--- config.mk ---
export PLATFORM = sky130hd
export DESIGN_NAME = cs_accum32_seq
export DESIGN_NICKNAME = d
export VERILOG_FILES = /design/src/rtl/cs_accum32_seq.sv
export SDC_FILE = /design/constraint.sdc
export NUM_CORES = 1
export LEC_CHECK = 0
export CORE_AREA = 2 2 101 103
export CTS_CLUSTER_SIZE = 30
export DETAILED_ROUTE_END_ITERATION = 6
export DIE_AREA = 0 0 103 105
export GPL_TIMING_DRIVEN = 0
export PLACE_DENSITY = 0.82
export SYNTH_ARGS = -nofsm -noshare
export SYNTH_HDL_FRONTEND = slang
export SYNTH_SLANG_ARGS = --single-unit
--- constraint.sdc ---
create_clock -name clk -period 4.7 [get_ports clk]
set_clock_uncertainty 0.2 [all_clocks]
set_input_delay 0.47 -clock clk [delete_from_list [all_inputs] [get_ports clk]]
set_output_delay 0.47 -clock clk [all_outputs]
set_load 0.01 [all_outputs]
--- src/rtl/cs_accum32_seq.sv ---
// cs_accum32_seq: burst accumulator built around a 32-bit carry-select adder.
// A burst of len operands is taken over a valid/ready stream.
// Each accepted operand goes through an input register stage and is then
// added into acc_q. The total and a sticky unsigned-overflow flag are
// presented on a valid/ready result port.
// Optional feature macro: ACCUM_SATURATE_EN. When it is defined, an add with
// carry-out clamps acc_q to 32'hFFFF_FFFF instead of wrapping.

// 32-bit carry-select adder built from four 8-bit blocks.
// Block 0 ripples from cin. Each upper block precomputes its sum for both
// possible carry-ins and picks one with the incoming carry.
module cs_adder32 (
  input  logic [31:0] a,
  input  logic [31:0] b,
  input  logic        cin,
  output logic [31:0] sum
);

  logic [8:0] blk0;
  logic [8:0] blk1_c0, blk1_c1;
  logic [8:0] blk2_c0, blk2_c1;
  logic [7:0] blk3_c0, blk3_c1;
  logic       c8, c16, c24;

  assign blk0    = {1'b0, a[7:0]} + {1'b0, b[7:0]} + {8'd0, cin};
  assign c8      = blk0[8];

  assign blk1_c0 = {1'b0, a[15:8]} + {1'b0, b[15:8]};
  assign blk1_c1 = blk1_c0 + 9'd1;
  assign c16     = c8 ? blk1_c1[8] : blk1_c0[8];

  assign blk2_c0 = {1'b0, a[23:16]} + {1'b0, b[23:16]};
  assign blk2_c1 = blk2_c0 + 9'd1;
  assign c24     = c16 ? blk2_c1[8] : blk2_c0[8];

  // The top block has no carry-out; callers that need one derive it.
  assign blk3_c0 = a[31:24] + b[31:24];
  assign blk3_c1 = blk3_c0 + 8'd1;

  assign sum[7:0]   = blk0[7:0];
  assign sum[15:8]  = c8  ? blk1_c1[7:0] : blk1_c0[7:0];
  assign sum[23:16] = c16 ? blk2_c1[7:0] : blk2_c0[7:0];
  assign sum[31:24] = c24 ? blk3_c1     : blk3_c0;

endmodule

module cs_accum32_seq #(
  parameter int          LEN_W    = 8,
  parameter logic [31:0] INIT_VAL = 32'd0
) (
  input  logic             clk,
  input  logic             rst,
  input  logic             start,
  input  logic [LEN_W-1:0] len,
  input  logic             in_valid,
  output logic             in_ready,
  input  logic [31:0]      in_data,
  output logic             out_valid,
  input  logic             out_ready,
  output logic [31:0]      out_sum,
  output logic             out_ovf,
  output logic             busy
);

  typedef enum logic [1:0] {
    IDLE  = 2'd0,
    ACCUM = 2'd1,
    DRAIN = 2'd2,
    DONE  = 2'd3
  } state_t;

  state_t           state;
  logic [LEN_W-1:0] rem_q;
  logic [31:0]      op_q;
  logic             op_v_q;
  logic             op_last_q;
  logic [31:0]      acc_q;
  logic             ovf_q;

  logic             in_fire;
  logic [31:0]      add_sum;
  logic             add_cout;
  logic [31:0]      acc_next;

  // Stage-2 adder: the running sum plus the registered operand.
  cs_adder32 u_adder (
    .a   (acc_q),
    .b   (op_q),
    .cin (1'b0),
    .sum (add_sum)
  );

  // Unsigned carry-out recovered from the operand and sum MSBs.
  assign add_cout = (acc_q[31] & op_q[31]) | ((acc_q[31] | op_q[31]) & ~add_sum[31]);

`ifdef ACCUM_SATURATE_EN
  // Clamp on overflow. Any later add to all-ones also carries, so the clamp holds.
  assign acc_next = add_cout ? 32'hFFFF_FFFF : add_sum;
`else
  assign acc_next = add_sum;
`endif

  // in_ready is decoded from state alone, so it never waits on in_valid.
  assign in_ready  = (state == ACCUM);
  assign in_fire   = in_valid & in_ready;
  assign busy      = (state != IDLE);
  assign out_valid = (state == DONE);
  assign out_sum   = (state == DONE) ? acc_q : 32'd0;
  assign out_ovf   = (state == DONE) ? ovf_q : 1'b0;

  // Control FSM, input register stage and accumulate stage.
  // NOTE: every register here uses <= so that all of them update from
  // pre-edge values. A later case arm may therefore override an earlier
  // default in the same block without any ordering hazard.
  always_ff @(posedge clk or posedge rst) begin
    if (rst) begin
      // NOTE: op_q and op_last_q are reset even though op_v_q already marks
      // them invalid. This keeps the datapath free of X after reset.
      state     <= IDLE;
      rem_q     <= '0;
      op_q      <= 32'd0;
      op_v_q    <= 1'b0;
      op_last_q <= 1'b0;
      acc_q     <= INIT_VAL;
      ovf_q     <= 1'b0;
    end else begin
      // Stage 1: capture an accepted beat; the valid bit drops on idle cycles.
      op_v_q <= in_fire;
      if (in_fire) begin
        op_q      <= in_data;
        op_last_q <= (rem_q == LEN_W'(1));
        rem_q     <= rem_q - LEN_W'(1);
      end

      // Stage 2: fold the registered operand into the running sum.
      if (op_v_q) begin
        acc_q <= acc_next;
        ovf_q <= ovf_q | add_cout;
      end

      case (state)
        IDLE: begin
          if (start) begin
            acc_q <= INIT_VAL;
            ovf_q <= 1'b0;
            if (len != '0) begin
              rem_q <= len;
              state <= ACCUM;
            end else begin
              state <= DONE;
            end
          end
        end
        ACCUM: begin
          if (in_fire && (rem_q == LEN_W'(1))) state <= DRAIN;
        end
        DRAIN: begin
          if (op_v_q && op_last_q) state <= DONE;
        end
        DONE: begin
          if (out_ready) state <= IDLE;
        end
        default: state <= IDLE;
      endcase
    end
  end

endmodule

==> results.sh <==
export IMPL_seqPwrFrac_pct=25.5
export IMPL_yosysTopAreaCellShare_pct=36.99
export IMPL_use_met2_pct=40.31
export IMPL_core_um2=9639
export IMPL_grt_busiest_layer="met2"
export IMPL_path_class="reg2reg"
export IMPL_p_sw_uw=2123
export IMPL_io_buffers=80
export IMPL_ys_seq_elements=77
export IMPL_grt_max_degree=43
export IMPL_htreeDepth=3
export IMPL_hold_class="in2async"
export IMPL_track_usage_pct=24.05
export IMPL_synth_common_cells="dfrtp_1, nor2_1, ha_1, and2_1, mux2_2"
export IMPL_clockBufferDepth=2
export IMPL_drv_slew=0
export IMPL_hpwl_um=9431
export IMPL_finalCriticalPeriod_ns=3.765
export IMPL_layout_drive_gt1_share_pct=9.440
export IMPL_start_util_pct=54.04
export IMPL_clkSlewWorstSetupHoldPaths_ns=0.08
export IMPL_rsz0062_at_grt="no"
export IMPL_postSynthCellCount=529
export IMPL_antenna_cells=0
export IMPL_ir_drop_uv=403.1
export IMPL_rows=36
export IMPL_firstDrtPassIters=4
export IMPL_syn_area_um2=5209
export IMPL_grt_antenna_before_repair=0
export IMPL_vias_per_cell=5.719
export IMPL_drt_wl_total_um=12480
export IMPL_end_kind="flop"
export IMPL_cts_setup_buffers=0
export IMPL_timing_hold_violations_final=0
export IMPL_pin_count=81
export IMPL_yosys_area_top_type="dfrtp_1"
export IMPL_status="completed"
export IMPL_yosysSeqAreaShare_pct=36.99
export IMPL_area_delta_synth_final_pct=22.82
export IMPL_drc=0
export IMPL_cts_tree="done"
export IMPL_holdBufCountCts=0
export IMPL_via_count=4335
export IMPL_placed_cell_area_um2=6198
export IMPL_dieArea_um2=10820
export IMPL_max_freq_ghz=0.2656
export IMPL_internal_power_uw=2629
export IMPL_max_slew_margin_rel_pct=53.67
export IMPL_ys_warnings_count=0
export IMPL_final_cell_area_um2=6397
export IMPL_cp_data_required_time_ns=4.72
export IMPL_drt_initial_drc_count=168
export IMPL_power_density_nw_per_um2=742.8
export IMPL_nets=713
export IMPL_grt_pass1_wl_um=20690
export IMPL_critPathArrivalTime_ns=3.79
export IMPL_grtUsageMet3_pct=2.408
export IMPL_p_leak_uw=0.002782
export IMPL_worstMarginPinSlew_ns=0.6949
export IMPL_setup_viol=0
export IMPL_synthesis_nets=621
export IMPL_post_cts_resized=0
export IMPL_die_y_um=105
export IMPL_fp_dieW_um=103
export IMPL_grt_pass1_vias=4384
export IMPL_async_flop_share_pct=100.0
export IMPL_avgRoutedWirePerCell_um=16.46
export IMPL_share_comb_of_total_power_pct=63.5
export IMPL_numCtsBuffers=9
export IMPL_maxCapViolCount=0
export IMPL_postSynthAreaPerCell_um2=9.846
export IMPL_use_met1_pct=31.70
export IMPL_synthMostInstantiatedCell="dfrtp_1"
export IMPL_synth_edff_count=0
export IMPL_ys_types=60
export IMPL_cts_root_buffer="clkbuf_8"
export IMPL_overflow=0
export IMPL_holdWs_ns=0.2792
export IMPL_synth_main_ff_cell="dfrtp_1"
export IMPL_cp_start_kind="flop"
export IMPL_cts_sink_count=77
export IMPL_ys_top_cells_by_area="dfrtp_1, ha_1, mux2_2"
export IMPL_fin_setup_tns_ns=0
export IMPL_antenna_left=0
export IMPL_swShare_pct=44.68
export IMPL_p_clk_share_pct=10.9
export IMPL_worstSkewPairLatency_ns=0.36
export IMPL_fill_cells=761
export IMPL_crit_fanout=10
export IMPL_finalCritPeriodShare_pct=80.11
export IMPL_gp_congestion=0.8790
[cell families (layout without fill, tap and decap cells)]
kind of cell,after synthesis,after routing,share of synthesized area (%)
AND/OR/NAND/NOR,154,154,16.14
multiplexers,41,41,8.600
flip-flops,77,77,36.99
XOR/XNOR,40,40,6.726
adder cells (fa/ha/maj),47,47,11.87
AO/OA/AOI/OAI,121,121,15.85
buffers and inverters,49,145,3.819
[layer usage]
metal | vias to the layer above | part of all wire [%]
met5 | - | 0
met4 | 0 | 2.0
met3 | 26 | 3.4
met2 | 107 | 51
met1 | 2124 | 44
li1 | 2078 | -
[path summary, 6_finish.rpt]
kind	from	to	slack [ns]	cells past startpoint
max	acc_q[16]	acc_q[25]	0.94	12
min	rst	op_q[16]	0.28	2
max reg2reg	acc_q[16]	acc_q[25]	0.94	12
min reg2reg	op_q[14]	op_q[14]	0.32	1
max in group asynchronous	rst	op_q[1]	3.44	3
min in group clk	op_q[14]	op_q[14]	0.32	1
[critical path, cell delays in order, from the launching register on]
cell and delay, ns:
dfrtp_1 0.43, ha_1 0.25, fa_1 0.43, a21o_1 0.20, a21o_1 0.22, or4_1 0.50, a32o_1 0.31, a211oi_2 0.16
nand4b_1 0.19, xor2_1 0.28, buf_6 0.19, mux2i_1 0.19, a21oi_1 0.08
[metrics by stage]
stage / instances / worst slack, ns / power (µW) / util [%]
2_1_floorplan: 529 / 1.374 / 3441 / -
4_1_cts: 758 / 0.9852 / 4732 / 66.37
3_5_place_dp: 743 / 1.047 / 4181 / 64.30
3_3_place_gp: 742 / 0.8013 / 4019 / 64.07
5_1_grt: 758 / 0.7525 / 5138 / 66.37
6_report: 758 / 0.9350 / 4752 / 66.37
[power by group through the flow]
stage	Sequential (µW)	Combinational, µW	Clock [µW]
final	1210	3020	520
after global routing	1250	3330	552
after CTS	1210	3000	525
after detailed placement	1220	2960	0
after global placement	1210	2810	0
after floorplan	1140	2300	0
[area by class of cell]
class	count	area (µm²)	area share, %
Inverter	30	115.1	1.799
Buffer	19	86.33	1.350
Clock buffer	11	151.4	2.367
Timing Repair Buffer	81	820.8	12.83
Multi-Input combinational cell	403	3083	48.19
Sequential cell	77	1927	30.12
Tap cell	133	166.4	2.601
Clock inverter	4	47.55	0.7432
[sequential cells by signal, indices dropped and copies added, names as in the netlist]
register   flops
op_last_q      1
state          2
op_q          32
rem_q          8
acc_q         32
op_v_q         1
ovf_q          1
[layout by cell type, fill, tap and decap left out, types with 3 or more instances in the layout]
master,instances
a211o_1,3
a211oi_1,16
a21o_1,11
a21oi_1,24
a31oi_1,5
and2_1,36
and3_1,4
and4_1,5
clkbuf_1,16
clkbuf_8,11
clkdlybuf4s50_1,80
dfrtp_1,77
fa_1,4
ha_1,43
inv_1,28
mux2_2,30
mux2i_1,11
nand2_1,22
nand3_1,4
nand4_1,4
nand4b_1,3
nor2_1,45
nor2b_1,6
nor3_1,5
o21a_1,4
o21ai_0,29
o21bai_1,7
or3_1,3
or4_1,5
xnor2_1,28
xor2_1,12
Note: power is estimated with default switching activity, not from simulation.
